**src/rtl/pid_dac_pkg.sv**
```systemverilog
// Shared definitions for the DAC serial writer: FSM state encoding and small
// helpers used when sizing counters and formatting DAC words.
package pid_dac_pkg;

  // Frame sequencer states, in the order a frame walks through them.
  typedef enum logic [2:0] {
    ST_IDLE  = 3'd0,
    ST_SETUP = 3'd1,
    ST_SHIFT = 3'd2,
    ST_HOLD  = 3'd3,
    ST_GAP   = 3'd4
  } state_t;

  // Saturation limit of the 8-bit overrun counter.
  localparam logic [7:0] OVR_COUNT_MAX = 8'hFF;

  // Largest of three timing parameters; sizes the shared intrastate counter.
  function automatic int max3(input int a, input int b, input int c);
    int m;
    m = (a > b) ? a : b;
    return (m > c) ? m : c;
  endfunction

  // Two's complement to offset binary conversion only touches the sign bit.
  function automatic logic map_msb(input logic msb, input logic offset_bin);
    return msb ^ offset_bin;
  endfunction

endpackage

```
**src/rtl/sclk_tick_gen.sv**
```systemverilog
// Half-period tick generator for the DAC serial clock. Counts modulo CLK_DIV
// while enabled and restarts from zero whenever it is disabled, so every
// entry into the shift state begins with a full SCLK-low half period.
module sclk_tick_gen #(
  parameter int CLK_DIV = 4
) (
  input  logic clk_in,
  input  logic reset_in,
  input  logic en,
  output logic tick
);

  localparam int CW = (CLK_DIV > 1) ? $clog2(CLK_DIV) : 1;
  localparam logic [CW-1:0] LAST = CW'(CLK_DIV - 1);

  logic [CW-1:0] cnt;

  // Divider counter: wraps after CLK_DIV enabled cycles, held at zero otherwise.
  // NOTE: sequential state is assigned with <= so every flop samples the
  // pre-edge values of the others, independent of statement order.
  always_ff @(posedge clk_in or posedge reset_in) begin
    if (reset_in) begin
      cnt <= '0;
    end else if (!en) begin
      cnt <= '0;
    end else if (cnt == LAST) begin
      cnt <= '0;
    end else begin
      cnt <= cnt + 1'b1;
    end
  end

  assign tick = en && (cnt == LAST);

endmodule

```
**src/rtl/dac_serial_writer.sv**
```systemverilog
// Serial DAC writer: captures each valid preprocessor word and shifts it
// MSB-first over SCLK/DIN/CS_N with programmable chip-select setup, hold and
// inter-frame gap. A single newest-wins pending buffer absorbs words that
// arrive while a frame is in flight; words lost from it are counted.
module dac_serial_writer
  import pid_dac_pkg::*;
#(
  parameter int W_DATA     = 16,
  parameter int CLK_DIV    = 4,
  parameter int CS_SETUP   = 1,
  parameter int CS_HOLD    = 1,
  parameter int CS_GAP     = 2,
  parameter int OFFSET_BIN = 0
) (
  input  logic              clk_in,
  input  logic              reset_in,
  input  logic [W_DATA-1:0] data_in,
  input  logic              data_valid_in,
  output logic              dac_sclk_out,
  output logic              dac_din_out,
  output logic              dac_cs_n_out,
  output logic              busy_out,
  output logic              done_out,
  output logic              overrun_out,
  output logic [7:0]        overrun_count_out
);

  // One SCLK edge per tick: two ticks per bit.
  localparam int EDGES   = 2 * W_DATA;
  localparam int EDGE_W  = $clog2(EDGES + 1);
  localparam int PHASE_W = $clog2(max3(CS_SETUP, CS_HOLD, CS_GAP) + 1);

  state_t              state;
  logic [W_DATA-1:0]   shift_q;
  logic [EDGE_W-1:0]   edge_cnt;
  logic [PHASE_W-1:0]  phase_cnt;
  logic [W_DATA-1:0]   pend_data;
  logic                pend_valid;
  logic                tick;
  logic                phase_done;
  logic                gap_exit;
  logic                launch;
  logic                accept_pend;
  logic [W_DATA-1:0]   next_word;

  // Word as it goes on the wire, with the optional sign-bit flip.
  function automatic logic [W_DATA-1:0] dac_word(input logic [W_DATA-1:0] w);
    return {map_msb(w[W_DATA-1], OFFSET_BIN != 0), w[W_DATA-2:0]};
  endfunction

  sclk_tick_gen #(
    .CLK_DIV (CLK_DIV)
  ) u_tick (
    .clk_in   (clk_in),
    .reset_in (reset_in),
    .en       (state == ST_SHIFT),
    .tick     (tick)
  );

  // Last cycle of the current timed state (setup, hold or gap).
  // NOTE: assigning a default before the case keeps this purely combinational;
  // a path that leaves it unassigned would infer a latch.
  always_comb begin
    phase_done = 1'b0;
    case (state)
      ST_SETUP: phase_done = (phase_cnt == PHASE_W'(CS_SETUP - 1));
      ST_HOLD:  phase_done = (phase_cnt == PHASE_W'(CS_HOLD - 1));
      ST_GAP:   phase_done = (phase_cnt == PHASE_W'(CS_GAP - 1));
      default:  phase_done = 1'b0;
    endcase
  end

  // A strobe on the final gap cycle is the newest word and launches directly;
  // otherwise a held pending word launches. The same mux serves ST_IDLE,
  // where data_valid_in is the only reason to load.
  assign gap_exit    = (state == ST_GAP) && phase_done;
  assign launch      = gap_exit && (data_valid_in || pend_valid);
  assign accept_pend = data_valid_in && (state != ST_IDLE);
  assign next_word   = dac_word(data_valid_in ? data_in : pend_data);

  // Pending buffer and overrun accounting: newest word wins, a lost word pulses
  // overrun and bumps the saturating counter.
  always_ff @(posedge clk_in or posedge reset_in) begin
    if (reset_in) begin
      pend_data         <= '0;
      pend_valid        <= 1'b0;
      overrun_out       <= 1'b0;
      overrun_count_out <= '0;
    end else begin
      overrun_out <= accept_pend && pend_valid;
      if (accept_pend && pend_valid && (overrun_count_out != OVR_COUNT_MAX)) begin
        overrun_count_out <= overrun_count_out + 8'd1;
      end
      if (gap_exit) begin
        pend_valid <= 1'b0;
      end else if (accept_pend) begin
        pend_valid <= 1'b1;
        pend_data  <= data_in;
      end
    end
  end

  // Frame sequencer with registered SCLK/DIN/CS_N/busy/done.
  always_ff @(posedge clk_in or posedge reset_in) begin
    if (reset_in) begin
      state        <= ST_IDLE;
      shift_q      <= '0;
      edge_cnt     <= '0;
      phase_cnt    <= '0;
      dac_sclk_out <= 1'b0;
      dac_din_out  <= 1'b0;
      dac_cs_n_out <= 1'b1;
      busy_out     <= 1'b0;
      done_out     <= 1'b0;
    end else begin
      done_out <= 1'b0;
      case (state)
        ST_IDLE: begin
          if (data_valid_in) begin
            shift_q      <= next_word;
            dac_din_out  <= next_word[W_DATA-1];
            dac_cs_n_out <= 1'b0;
            dac_sclk_out <= 1'b0;
            busy_out     <= 1'b1;
            phase_cnt    <= '0;
            state        <= ST_SETUP;
          end
        end

        ST_SETUP: begin
          if (phase_done) begin
            edge_cnt <= '0;
            state    <= ST_SHIFT;
          end else begin
            phase_cnt <= phase_cnt + 1'b1;
          end
        end

        ST_SHIFT: begin
          if (tick) begin
            edge_cnt <= edge_cnt + 1'b1;
            if (edge_cnt == EDGE_W'(EDGES - 1)) begin
              // Final falling edge: SCLK parks low, DIN keeps the last bit.
              dac_sclk_out <= 1'b0;
              phase_cnt    <= '0;
              state        <= ST_HOLD;
            end else if (!dac_sclk_out) begin
              dac_sclk_out <= 1'b1;
            end else begin
              // Falling edge: advance to the next bit, giving a full
              // CLK_DIV of setup before the next rising edge.
              dac_sclk_out <= 1'b0;
              shift_q      <= shift_q << 1;
              dac_din_out  <= shift_q[W_DATA-2];
            end
          end
        end

        ST_HOLD: begin
          if (phase_done) begin
            dac_cs_n_out <= 1'b1;
            dac_din_out  <= 1'b0;
            done_out     <= 1'b1;
            phase_cnt    <= '0;
            state        <= ST_GAP;
          end else begin
            phase_cnt <= phase_cnt + 1'b1;
          end
        end

        ST_GAP: begin
          if (launch) begin
            shift_q      <= next_word;
            dac_din_out  <= next_word[W_DATA-1];
            dac_cs_n_out <= 1'b0;
            phase_cnt    <= '0;
            state        <= ST_SETUP;
          end else if (gap_exit) begin
            busy_out <= 1'b0;
            state    <= ST_IDLE;
          end else begin
            phase_cnt <= phase_cnt + 1'b1;
          end
        end

        default: begin
          dac_sclk_out <= 1'b0;
          dac_din_out  <= 1'b0;
          dac_cs_n_out <= 1'b1;
          busy_out     <= 1'b0;
          state        <= ST_IDLE;
        end
      endcase
    end
  end

endmodule

```
**config.mk**
```make
export PLATFORM = sky130hd
export DESIGN_NAME = dac_serial_writer
export DESIGN_NICKNAME = d
export VERILOG_FILES = /design/src/rtl/pid_dac_pkg.sv /design/src/rtl/sclk_tick_gen.sv /design/src/rtl/dac_serial_writer.sv
export SDC_FILE = /design/constraint.sdc
export NUM_CORES = 1
export LEC_CHECK = 0
export CAP_MARGIN = 40
export CELL_PAD_IN_SITES_DETAIL_PLACEMENT = 1
export CELL_PAD_IN_SITES_GLOBAL_PLACEMENT = 1
export CORE_UTILIZATION = 48
export DETAILED_ROUTE_END_ITERATION = 7
export MAX_ROUTING_LAYER = met4
export PLACE_DENSITY_LB_ADDON = 0.1
export SYNTH_ARGS = -nofsm -noshare
export SYNTH_HDL_FRONTEND = slang
export SYNTH_SLANG_ARGS = --single-unit
```
**constraint.sdc**
```tcl
create_clock -name clk_in -period 5.4 [get_ports clk_in]
set_input_delay 1.08 -clock clk_in [delete_from_list [all_inputs] [get_ports clk_in]]
set_output_delay 1.08 -clock clk_in [all_outputs]
set_load 0.1 [all_outputs]
```
# ---- After elaboration in Yosys (flattened, before gate mapping)
# Index checks and enable logic that the tools add are counted.
dict set report totals {
  reg_bits 59
  inputBits 19
  output_inout_bits 14
}
dict set report op_classes {
  addsub 4
  n_eq_ne 21
  mux 52
  n_bitwise 5
  reduce_logical 27
}
# operator n
set ops {}
lappend ops {{2-to-1 mux 15 bit} 5}
lappend ops {{one-hot mux 15 bit (3 select lines)} 1}
lappend ops {{!= test 2 bit (second input constant)} 11}
lappend ops {{2-to-1 mux 3 bit} 7}
lappend ops {{2-to-1 mux 1 bit} 19}
lappend ops {{2-to-1 mux 2 bit} 9}
lappend ops {{AND reduction 6 bit} 3}
lappend ops {{2-to-1 mux 16 bit} 1}
lappend ops {{one-hot mux 3 bit (5 select lines)} 1}
lappend ops {{2-to-1 mux 6 bit} 2}
lappend ops {{one-hot mux 6 bit (2 select lines)} 1}
lappend ops {{one-hot mux 2 bit (5 select lines)} 1}
lappend ops {{adder 8 x 1 -> 8 bit (second input constant)} 1}
lappend ops {{!= test 8 bit (second input constant)} 1}
lappend ops {{AND reduction 4 bit} 2}
lappend ops {{AND reduction 7 bit} 1}
lappend ops {{adder 6 x 1 -> 6 bit (second input constant)} 1}
lappend ops {{equality test 3 x 2 -> 1 bit (second input constant)} 2}
lappend ops {{equality test 6 x 5 -> 1 bit (second input constant)} 1}
lappend ops {{logical AND 1 bit} 6}
lappend ops {{!= test 3 bit (second input constant)} 2}
lappend ops {{one-hot mux 1 bit (3 select lines)} 2}
lappend ops {{AND reduction 3 bit} 2}
lappend ops {{nonzero test 3 bit} 2}
lappend ops {{other kinds (17)} 25}

# ---- Logic depth before layout (Yosys ltp)
dict set report depth {
  depth_word 7
  ltp_mapped 8
  depth_no_buf 6
}

# ---- By module
# A second synthesis with hierarchy kept.
dict set report unflattened {
  cells_unflattened 264
  hier_area_um2 2972.9
}
# module instances cells_per_inst area_each_um2
set modules_own_cells {}
lappend modules_own_cells {dac_serial_writer 1 257 2880.3}
lappend modules_own_cells {sclk_tick_gen 1 7 92.6}

# ---- Least setup slack after synthesis
# No wires, ideal clock.
dict set report synth_path {
  kind {input port to flip-flop}
  start {input port data_valid_in}
  end {register shift_q[0]}
  setup_time_ps 125
  arrival_ps 2503
  t_required_ps 5275
  slack_ps 2772
  stages 7
  cell_sequence {clkbuf_1 > o21ai_0 > and3_1 > nor4bb_1 > buf_6 > buf_12 > mux2_4}
}
dict set report synth_via {
  elab_chain_len 4
  elab_cells_between_ends 9
  cone_classes {eq/ne (2); mux (4); reduce/logical (3)}
}
# element line
set synth_lines {}
lappend synth_lines {{start: declaration} dac_serial_writer.sv:18} ;# input logic data_valid_in,
lappend synth_lines {{logical OR 1 bit} dac_serial_writer.sv:77} ;# assign launch = gap_exit && (data_valid_in || pend_valid);
lappend synth_lines {{logical AND 1 bit} dac_serial_writer.sv:77}
lappend synth_lines {{!= test 2 bit (no line)} -}
lappend synth_lines {{AND reduction 6 bit (no line)} -}
lappend synth_lines {{end signal: assignment} dac_serial_writer.sv:120} ;# shift_q <= next_word;
lappend synth_lines {{end signal: assignment} dac_serial_writer.sv:153} ;# shift_q <= shift_q << 1;
lappend synth_lines {{end signal: assignment} dac_serial_writer.sv:173} ;# shift_q <= next_word;
lappend synth_lines {{end: declaration} dac_serial_writer.sv:34} ;# logic [W_DATA-1:0] shift_q;
# Several ways; a longest one is shown, not always the timed one. The select of a mux whose other input is x is not followed.
# A chain may end at the register's enable or synchronous reset.

# ---- Worst setup path after layout
dict set report layout_path {
  start {input port data_valid_in}
  end {register shift_q[11]}
}
# The elaborated chain is that of the path after synthesis.

==> metrics.log <==
[metrics] net count after synthesis: 298
[metrics] number of pins exceeding their max-slew limit in the final report: 0
[metrics] clk_lat worst skew: 0.34 ns
[metrics] Setup TNS Final: 0 ns
[metrics] top-level port count: 33
[metrics] number of cells upsized or downsized after cts: 0
[metrics] biggest area consumer among synthesized cells: sky130_fd_sc_hd__dfrtp_1
[metrics] top-count cell post-synth: sky130_fd_sc_hd__dfrtp_1
[metrics] final hold slack: 0.4378 ns
[metrics] setup slack of the most critical reg-to-reg path: 2.65 ns
[metrics] number of antenna cells inserted: 0
[metrics] clock tree root buffer cell: sky130_fd_sc_hd__clkbuf_8
[metrics] fraction of final layout cells sized beyond drive strength 1: 22.70%
[metrics] wire length after detailed routing: 7.625 mm
[metrics] antenna violation net count after detailed routing: 0
[metrics] core area: 0.005991 mm²
[metrics] area growth from synthesis to layout: 28.28%
[metrics] number of nets in the finished design: 345
[metrics] total via count in the routed design: 2318
[metrics] f_max: 300.3 MHz
[metrics] cell row count: 28
[metrics] portion of synthesized cell area occupied by the leading cell type: 47.95%
[metrics] endpoint of the worst register-to-register path: shift_q[11]
[metrics] unrepaired setup endpoints after global routing: false
[metrics] worst min-delay path category: flop to flop
[metrics] number of H-tree levels: 3
[metrics] clock buffer count from CTS: 9
[metrics] count of unique library cells instantiated by Yosys: 48
[metrics] hold path startpoint: u_tick.cnt[0]
[metrics] number of failing hold endpoints at the final stage: 0
[metrics] Crit Path Max Fanout: 11
[metrics] Endpoint, Worst Hold: u_tick.cnt[0]
[metrics] share of async-settable or async-resettable flops after synthesis: 100.0%
[metrics] count of mapped cells out of synthesis: 274
[metrics] CTS sink count: 59
[metrics] worst-case clock buffer depth: 2
[metrics] clock tree from TritonCTS: built
[metrics] total congestion overflow: 0
[metrics] Yosys reg bits: 59
[metrics] Max-Cap Viols: 0
[metrics] startpoint type of the worst setup path: input pin
[metrics] Synth Warn #: 0
[metrics] number of antenna violations at the first check in global routing: 0
[metrics] maximum number of pins on one net before global-route repair: 60
[metrics] relative slew slack: 48.89%
[metrics] Avg Cell Area, Syn: 11.05 µm²
[metrics] startpoint of the lowest-slack register-to-register path: state[2]
[metrics] Seq/Total Area, Yosys: 48.82%
[metrics] depth of the worst hold-timing path: 1
[metrics] wire per inst: 19.01 µm
[metrics] overall die width: 81.41 µm
[metrics] category of the worst setup path capture point: flop
[metrics] Detailed Routing Iterations Pass 1: 4
[metrics] Pleak: 0.001713 µW
[metrics] worst setup path category: input pin to flop
[metrics] initial standard-cell utilization of the core: 50.52%
[metrics] number of global-route vias before repair: 2464
[metrics] Die Outline Area: 0.006627 mm²
[metrics] outcome: finished, final reports clean
[metrics] data required time of the critical path: 5.61 ns
[metrics] data arrival time of the worst path: 3.54 ns
[metrics] DRT iter0 DRCs: 118
[metrics] Vert. Die Dim: 81.41 µm
[metrics] dominant cells by area after synthesis: sky130_fd_sc_hd__dfrtp_1 48%, sky130_fd_sc_hd__mux2_2 8.9%, sky130_fd_sc_hd__mux2i_1 6.6%
[metrics] final critical path time including I/O delays and setup: 3.330 ns
[metrics] count of hold buffers inserted by post-cts repair: 0
[metrics] number of setup violations in the final report: 0
[metrics] final core utilization: 64.81%
[metrics] slew of the pin with the lowest slew margin: 0.7649 ns
[metrics] number of buffers inserted to repair setup after CTS: 0
[metrics] clock transition time at the flip-flop clock pins of the worst setup and hold paths: 0.06 ns
[metrics] predominant post-synthesis flop cell: sky130_fd_sc_hd__dfrtp_1
[metrics] global-route wire length before repair: 12.41 mm
[metrics] Peak VDD IR: 0.3867 mV
[metrics] Post-route DRC: 0
[metrics] power density over the cells: 375.7 mW/mm²
[metrics] GRT Overall Usage: 26.49%
[metrics] number of synthesized flops with an enable pin: 0
[metrics] routed vias/inst: 5.781
[metrics] cell area after synthesis: 0.003027 mm²
[metrics] most frequent cells after synthesis: 58 x sky130_fd_sc_hd__dfrtp_1, 31 x sky130_fd_sc_hd__nand2_1, 24 x sky130_fd_sc_hd__mux2_2, 22 x sky130_fd_sc_hd__o21ai_0, 20 x sky130_fd_sc_hd__mux2i_1
[metrics] worst r2r path cells: 5
[metrics] hpwl dp: 5.025 mm
[metrics] final cycle utilization of the critical path: 61.67%
[metrics] worst-case clock skew: 0.009327 ns
[metrics] Final Wtd Congestion: 0.8279
[metrics] total of buffers placed on input and output ports: 32
cells in the final DEF, fill, tap and decap left out, types with 2 or more instances in the layout:
| master | n |
|---|---|
| sky130_fd_sc_hd__dfrtp_1 | 58 |
| sky130_fd_sc_hd__clkdlybuf4s50_1 | 32 |
| sky130_fd_sc_hd__nand2_1 | 31 |
| sky130_fd_sc_hd__mux2_2 | 24 |
| sky130_fd_sc_hd__o21ai_0 | 22 |
| sky130_fd_sc_hd__mux2i_1 | 20 |
| sky130_fd_sc_hd__buf_8 | 14 |
| sky130_fd_sc_hd__nor2_1 | 13 |
| sky130_fd_sc_hd__clkbuf_8 | 12 |
| sky130_fd_sc_hd__inv_1 | 9 |
| sky130_fd_sc_hd__mux2_4 | 9 |
| sky130_fd_sc_hd__a21oi_1 | 8 |
| sky130_fd_sc_hd__nand3_1 | 7 |
| sky130_fd_sc_hd__xnor2_1 | 6 |
| sky130_fd_sc_hd__nor3_1 | 5 |
| sky130_fd_sc_hd__ha_1 | 5 |
| sky130_fd_sc_hd__xor2_1 | 4 |
| sky130_fd_sc_hd__buf_4 | 4 |
| sky130_fd_sc_hd__nand3b_1 | 3 |
| sky130_fd_sc_hd__bufinv_16 | 3 |
| sky130_fd_sc_hd__nor3b_1 | 2 |
| sky130_fd_sc_hd__nand2b_1 | 2 |
| sky130_fd_sc_hd__a2111oi_0 | 2 |
| sky130_fd_sc_hd__and2_1 | 2 |
| sky130_fd_sc_hd__o32a_1 | 2 |
how the worst max path moves through the flow:
stage,endpoint,slack [ns],startpoint
2_1_floorplan,shift_q[0],2.77,data_valid_in
3_3_place_gp,shift_q[11],1.50,data_valid_in
3_5_place_dp,shift_q[10],1.77,data_valid_in
4_1_cts,shift_q[11],2.08,data_valid_in
5_1_grt,shift_q[11],1.91,data_valid_in
6_report,shift_q[11],2.07,data_valid_in
metrics by stage:
| step | instance area [µm²] | cells | setup slack (ns) | total power [µW] |
|---|---|---|---|---|
| 6_report | 3882 | 401 | 2.070 | 1459 |
| 5_1_grt | 3882 | 401 | 1.910 | 1511 |
| 4_1_cts | 3882 | 401 | 2.084 | 1473 |
| 3_5_place_dp | 3622 | 385 | 1.766 | 942.8 |
| 3_3_place_gp | 3401 | 370 | 1.500 | 845.8 |
| 2_1_floorplan | 3027 | 274 | 2.772 | 762.1 |
cell type report:
class	instances	area (µm²)
clock inverter	4	95.09
fill	620	2108
tap	75	93.84
multi-input combinational	190	1441
clock buffer	12	165.2
sequential	59	1478
timing repair buffer	51	571.8
inverter	10	37.54
cells by family (layout without fill, tap and decap cells):
kind of cell               Yosys count  after routing  synth area share (%)
buffers and inverters               25             77                 4.217
muxes                               53             53                 20.01
adders and majority gates            5              5                 2.067
xor gates and xnor gates            10             10                 2.894
AOI/OAI and AO/OA                   49             49                 10.29
and+or+nand+nor                     73             73                 11.70
DFF                                 59             59                 48.82
critical path, stage by stage:
cell and delay [ns]:
sky130_fd_sc_hd__clkdlybuf4s50_1 0.75, sky130_fd_sc_hd__o21ai_0 0.23, sky130_fd_sc_hd__and3_1 0.29, sky130_fd_sc_hd__nor4bb_4 0.57, sky130_fd_sc_hd__buf_6 0.27, sky130_fd_sc_hd__mux2_2 0.35
power breakdown:
| group | internal [µW] | total (µW) | switching (µW) |
|---|---|---|---|
| Combinational | 157 | 415 | 258 |
| Clock | 344 | 523 | 179 |
| Sequential | 478 | 521 | 43.2 |
flip-flops by register name (all words and copies together), names as in the netlist:
register	count
pend_data	16
shift_q	15
overrun_count_out	8
edge_cnt	6
state	3
phase_cnt	2
u_tick.cnt	2
busy_out	1
dac_cs_n_out	1
dac_din_out	1
dac_sclk_out	1
done_out	1
overrun_out	1
pend_valid	1
metal layers:
metal | up-vias | track usage [%] | wire length, µm
met5 | - | - | 0
met4 | 0 | 7.679 | 89
met3 | 9 | 6.854 | 297
met2 | 53 | 42.75 | 3862
met1 | 1187 | 32.59 | 3375
li1 | 1069 | - | -
Note: power is estimated with default switching activity, not from simulation.
